<file path="src/rtl/bus_timer_irq.sv">
`default_nettype none
// ============================================================================
// Module   : bus_timer_irq
// Purpose  : Memory-mapped 16-bit interval timer on the 6502 CPU bus.
//            Decodes a 16-byte register window, returns read data
//            combinationally, can stretch accesses with wait states
//            (rdy low), and raises an active-low interrupt when the
//            down-counter expires.
// Ports    : clk      - CPU clock; all state changes on the rising edge
//            res      - asynchronous active-high reset
//            add_bus  - CPU address bus [15:0]
//            wr_data  - CPU write data [7:0]
//            write_en - CPU write strobe, active high
//            rd_data  - read data to CPU [7:0], 8'h00 when not selected
//            rdy      - ready to CPU, low stalls the CPU
//            IRQ      - interrupt request, active low, registered
// Config   : BUS_TIMER_WAIT_EN - when defined, the wait-state FSM is built
//            and WAIT_STATES is honoured; otherwise rdy is tied high.
// Revision : 1.0 - initial release
// ============================================================================
module bus_timer_irq #(
    parameter logic [15:0] BASE_ADDR   = 16'hD000,
    parameter int          WAIT_STATES = 2
) (
    input  logic        clk,
    input  logic        res,
    input  logic [15:0] add_bus,
    input  logic [7:0]  wr_data,
    input  logic        write_en,
    output logic [7:0]  rd_data,
    output logic        rdy,
    output logic        IRQ
);

    localparam logic [2:0] c_wait_states = 3'(WAIT_STATES);

    logic       w_sel;
    logic [3:0] w_off;
    logic       w_rdy;
    logic       w_wr;
    logic       w_rd;
    logic       w_wr_lat_hi;
    logic       w_w1c;

    logic [15:0] r_counter;
    logic [15:0] r_latch;
    logic [7:0]  r_snap_hi;
    logic        r_en;
    logic        r_cont;
    logic        r_ie;
    logic        r_iflag;
    logic        r_irq_n;

    assign w_sel = (add_bus[15:4] == BASE_ADDR[15:4]);
    assign w_off = add_bus[3:0];

    // An access takes effect only on an edge where the CPU is not stalled.
    assign w_wr        = w_sel & w_rdy & write_en;
    assign w_rd        = w_sel & w_rdy & ~write_en;
    assign w_wr_lat_hi = w_wr & (w_off == 4'h3);
    assign w_w1c       = w_wr & (w_off == 4'h5) & wr_data[0];

`ifdef BUS_TIMER_WAIT_EN
    localparam logic [1:0] c_st_idle = 2'd0;
    localparam logic [1:0] c_st_wait = 2'd1;
    localparam logic [1:0] c_st_done = 2'd2;

    logic [1:0] r_state;
    // Stall cycles still to go, counting the current WAIT cycle.
    logic [2:0] r_wcnt;

    always_ff @(posedge clk or posedge res) begin
        if (res) begin
            r_state <= c_st_idle;
            r_wcnt  <= 3'd0;
        end else begin
            case (r_state)
                c_st_idle: begin
                    // The IDLE cycle that sees sel is itself the first stall.
                    if (w_sel && (c_wait_states != 3'd0)) begin
                        if (c_wait_states == 3'd1) begin
                            r_state <= c_st_done;
                        end else begin
                            r_state <= c_st_wait;
                            r_wcnt  <= c_wait_states - 3'd1;
                        end
                    end
                end
                c_st_wait: begin
                    if (!w_sel) begin
                        r_state <= c_st_idle;
                    end else if (r_wcnt == 3'd1) begin
                        r_state <= c_st_done;
                    end else begin
                        r_wcnt <= r_wcnt - 3'd1;
                    end
                end
                c_st_done: r_state <= c_st_idle;
                default:   r_state <= c_st_idle;
            endcase
        end
    end

    always_comb begin
        w_rdy = 1'b1;
        case (r_state)
            c_st_idle: if (w_sel && (c_wait_states != 3'd0)) w_rdy = 1'b0;
            c_st_wait: if (w_sel) w_rdy = 1'b0;
            default:   w_rdy = 1'b1;
        endcase
    end
`else
    logic w_unused_wait;
    assign w_unused_wait = |c_wait_states;
    assign w_rdy         = 1'b1;
`endif

    assign rdy = w_rdy;
    assign IRQ = r_irq_n;

    always_ff @(posedge clk or posedge res) begin
        if (res) begin
            r_counter <= 16'h0000;
            r_latch   <= 16'hFFFF;
            r_snap_hi <= 8'h00;
            r_en      <= 1'b0;
            r_cont    <= 1'b0;
            r_ie      <= 1'b0;
            r_iflag   <= 1'b0;
            r_irq_n   <= 1'b1;
        end else begin
            r_irq_n <= ~(r_iflag & r_ie);

            // Freeze the high byte at the low-byte read so a 16-bit read
            // is coherent even if the counter borrows in between.
            if (w_rd && (w_off == 4'h0)) r_snap_hi <= r_counter[15:8];

            if (w_wr && (w_off == 4'h2)) r_latch[7:0] <= wr_data;
            if (w_wr_lat_hi)             r_latch[15:8] <= wr_data;

            // Load beats expiry, expiry set beats W1C clear.
            if (w_wr_lat_hi) begin
                r_counter <= {wr_data, r_latch[7:0]};
                r_iflag   <= 1'b0;
            end else if (r_en && (r_counter == 16'h0000)) begin
                r_iflag <= 1'b1;
                if (r_cont) r_counter <= r_latch;
                else        r_en      <= 1'b0;
            end else begin
                if (r_en)  r_counter <= r_counter - 16'h0001;
                if (w_w1c) r_iflag   <= 1'b0;
            end

            // A CTRL write in the expiry cycle keeps the written EN.
            if (w_wr && (w_off == 4'h4)) begin
                r_en   <= wr_data[0];
                r_cont <= wr_data[1];
                r_ie   <= wr_data[2];
            end
        end
    end

    always_comb begin
        rd_data = 8'h00;
        if (w_sel) begin
            case (w_off)
                4'h0:    rd_data = r_counter[7:0];
                4'h1:    rd_data = r_snap_hi;
                4'h2:    rd_data = r_latch[7:0];
                4'h3:    rd_data = r_latch[15:8];
                4'h4:    rd_data = {5'b00000, r_ie, r_cont, r_en};
                4'h5:    rd_data = {7'b0000000, r_iflag};
                default: rd_data = 8'h00;
            endcase
        end
    end

endmodule
`default_nettype wire

</file>
<file path="config.mk">
export PLATFORM = sky130hd
export DESIGN_NAME = bus_timer_irq
export DESIGN_NICKNAME = d
export VERILOG_FILES = /design/src/rtl/bus_timer_irq.sv
export SDC_FILE = /design/constraint.sdc
export NUM_CORES = 1
export LEC_CHECK = 0
export ABC_CLOCK_PERIOD_IN_PS = 8000
export CORE_UTILIZATION = 35
export DETAILED_ROUTE_END_ITERATION = 16
export SETUP_SLACK_MARGIN = 0.2
export SYNTH_ARGS = -nofsm -noshare
export SYNTH_HDL_FRONTEND = slang
export SYNTH_SLANG_ARGS = --single-unit
</file>
<file path="constraint.sdc">
create_clock -name clk -period 8 [get_ports clk]
set_input_delay 1.6 -clock clk [delete_from_list [all_inputs] [get_ports clk]]
set_output_delay 1.6 -clock clk [all_outputs]
set_load 0.02 [all_outputs]
</file>
==> qor_table.md <==
| Parameter | Value | Unit |
| --- | --- | --- |
| Compound-gate portion of the synthesized area | 0.155 | - |
| Final count of pins violating max slew | 0 | - |
| Post-Synthesis Cells | 282 | - |
| Count of final setup violators | 0 | - |
| Largest net degree at the start of global routing | 46 | - |
| Total track usage | 0.194 | - |
| Starting utilization of the core area | 0.361 | - |
| Critical path destination | rd_data[6] | - |
| Avg Cell Area, Syn | 9.89 | µm² |
| Capturing point of the worst reg2reg path | r_counter[1] | - |
| Clock sink count | 45 | - |
| Unique cell type count in the Yosys netlist | 61 | - |
| Proportion of register bits with asynchronous set or reset after synthesis | 1.00 | - |
| Quantity of hold-fixing buffers added after cts | 0 | - |
| Critical-path maximum fanout | 6 | - |
| Largest cells by area after synthesis | dfrtp_1, dfstp_2, mux2_2 | - |
| Area share of the leading cell type in the synthesized netlist | 0.251 | - |
| First-pass GRT wire length | 12.6 | mm |
| Remaining number of nets flagged by the antenna check after routing | 0 | - |
| Clock slew at the register clock pins of the worst setup and hold paths | 80 | ps |
| Routed wirelength normalized by instance count | 18.1 | µm |
| Setup tns final | 0 | ps |
| Std cell rows | 32 | - |
| Post-synth design cell area | 2790 | µm² |
| Final wirelength | 7.49 | mm |
| Max-slew headroom at the worst pin | 0.340 | - |
| Max frequency | 163 | MHz |
| Simple-gate share of the synthesized area | 0.215 | - |
| Iteration count of the initial detailed-routing pass | 4 | - |
| Area of the core | 7730 | µm² |
| Area share of fa/ha/maj cells after synthesis | 0.00449 | - |
| Post-Place Cell Area | 3200 | µm² |
| Total grt overflow | 0 | - |
| Worst reg2reg startpoint | r_counter[0] | - |
| Number of nets in the finished design | 340 | - |
| Multiplexer share of the synthesized area | 0.160 | - |
| Share of post-route cells with drive strength above 1 | 0.185 | - |
| Xor-xnor portion of the synthesized cell area | 0.00628 | - |
| Number of port buffers | 35 | - |
| Initial antenna violation count | 0 | - |
| Top cell types by occurrence after synthesis | nand2_1, dfrtp_1, dfstp_2 | - |
| Inserted Clock Buffers | 5 | - |
| RSZ-0062 raised after global routing | false | - |
| Total nets after synthesis | 310 | - |
| Worst vdd ir | 50.1 | µV |
| Min Clock Period, post-route | 6130 | ps |
| Type of origin of the critical path | primary input | - |
| Sequential fraction of the synthesis area | 0.412 | - |
| Post-route design area | 3310 | µm² |
| Run status | finished, final reports clean | - |
| CTS tree | built | - |
| # IOs | 37 | - |
| Half-perimeter wire length after detailed placement | 5.34 | mm |
| Final-report hold violation count | 0 | - |
| Post-cts gate resize count | 0 | - |
| Die Footprint | 8330 | µm² |
| Critical path start-end classification | primary input to primary output | - |
| Final critical-path share of the clock period | 0.767 | - |
| P per Cell Area | 130 | nW/µm² |
| Max-cap check violation count | 0 | - |
| Via density per instance | 5.75 | - |
| EDFF count, synth | 0 | - |
| Source of the critical timing path | add_bus[11] | - |
| DRC violations left | 0 | - |
| Routability cong. | 0.896 | - |
| Synthesis warning total | 0 | - |
| Setup Skew | 11.4 | ps |
| Detailed router's first-iteration violation count | 183 | - |
| Routed via count | 2,387 | - |
| Type of the most critical hold path | flip-flop to flip-flop | - |
| Via count of the first global-routing pass | 2,398 | - |
| Register-to-register setup slack | 4750 | ps |
| H-tree Lvls | 2 | - |
| Worst-case clock buffer depth | 2 | - |
| Main combinational cell family by area after synthesis | simple AND/OR/NAND/NOR gates | - |
| Later-pin clock latency in the skew report | 300 | ps |
| Yosys reg bits | 45 | - |
| Worst EP required | 6400 | ps |
| Area Growth Syn to Fin | 18.8 | % |
| Top-count cell post-synth | nand2_1 | - |
| Setup fix buffers added after clock tree synthesis | 0 | - |
| Antenna diode count | 0 | - |
| Most area-hungry cell type in the Yosys netlist | dfrtp_1 | - |
| LEAKAGE | 1.28 | nW |
| Sort of element at the end of the critical path | primary output | - |
| Data arrival, critical path | 4530 | ps |
| Width of the die | 91.2 | µm |
| Most used flip-flop cell after synthesis | dfrtp_1 | - |
| Floorplan die height | 91.2 | µm |
| Library cell used as clock root buffer | clkbuf_8 | - |
| Worst-Margin Slew | 981 | ps |
| Startpoint of the tightest hold check path | r_ie | - |
| Reg2Reg Depth | 7 | - |
-- metrics by stage --
step	std cells	utilization	setup WS (ps)	total power, mW	hold slack (ps)
4_1_cts	415	0.428	1860	0.434	430
3_3_place_gp	407	0.415	1880	0.265	409
2_1_floorplan	282	-	2760	0.246	387
6_report	415	0.428	1870	0.431	422
5_1_grt	415	0.428	1760	0.445	469
3_5_place_dp	407	0.415	1860	0.265	416
-- critical path, stage by stage --
cell and delay [ps]:
clkdlybuf4s50_1 400, or4b_4 550, or4_4 540, or4_1 670, nor2b_1 160, clkdlybuf4s50_1 610
-- final cells by class --
type / count / area, µm²
timing repair buffer: 38 / 373
fill: 723 / 4420
multi-input combinational: 210 / 1510
inverter: 12 / 45.0
clock buffer: 6 / 72.6
tap: 102 / 128
clock inverter: 2 / 35.0
sequential: 45 / 1150
-- metal layers --
metal  part of all wire  vias to the layer above  track usage  wire, µm
li1                   -                     1127            -         -
met2               0.49                       72        0.321      3650
met1               0.46                     1177        0.261      3430
met3              0.042                       11       0.0285       316
met4              0.013                        0       0.0569        94
met5                  0                        -            0         0
-- cells in the final DEF, fill, tap and decap left out, types with 5 or more instances in the layout --
cell type and instances:
a21oi_1 13, dfrtp_1 28, clkbuf_8 5, nor2b_1 8
mux4_2 6, nor2_1 14, nand2_1 31, nor3_1 16
inv_1 11, dfstp_2 17, mux2_2 16, mux2i_1 13
o22ai_1 6, clkdlybuf4s50_1 35, nand3_1 8, o21ai_0 7
-- kinds of logic after synthesis --
logic type               count (synthesis)
flip-flops                              45
adder cells (fa/ha/maj)                  1
other                                    1
multiplexers                            35
XOR/XNOR                                 2
AND/OR/NAND/NOR                        109
buffers and inverters                   27
AO/OA/AOI/OAI                           62
-- flip-flops by register name, indices dropped and copies added, names as in the netlist --
register / flops
r_ie: 1
r_latch: 16
IRQ: 1
r_snap_hi: 8
r_iflag: 1
r_cont: 1
r_counter: 16
r_en: 1
-- report_power, final --
group	internal [mW]	leakage, nW	switching (mW)
Combinational	0.0164	0.700	0.0164
Sequential	0.228	0.520	0.000211
Clock	0.0927	0.0552	0.0768
-- how the worst min path moves through the flow --
stage | endpoint | slack [ps] | depth (start not counted)
finish | IRQ | 420 | 1
global placement | IRQ | 410 | 1
detailed placement | IRQ | 420 | 1
CTS | IRQ | 430 | 1
floorplan | IRQ | 390 | 1
global route | IRQ | 470 | 1
No activity file was read; power rests on OpenSTA's default activity.
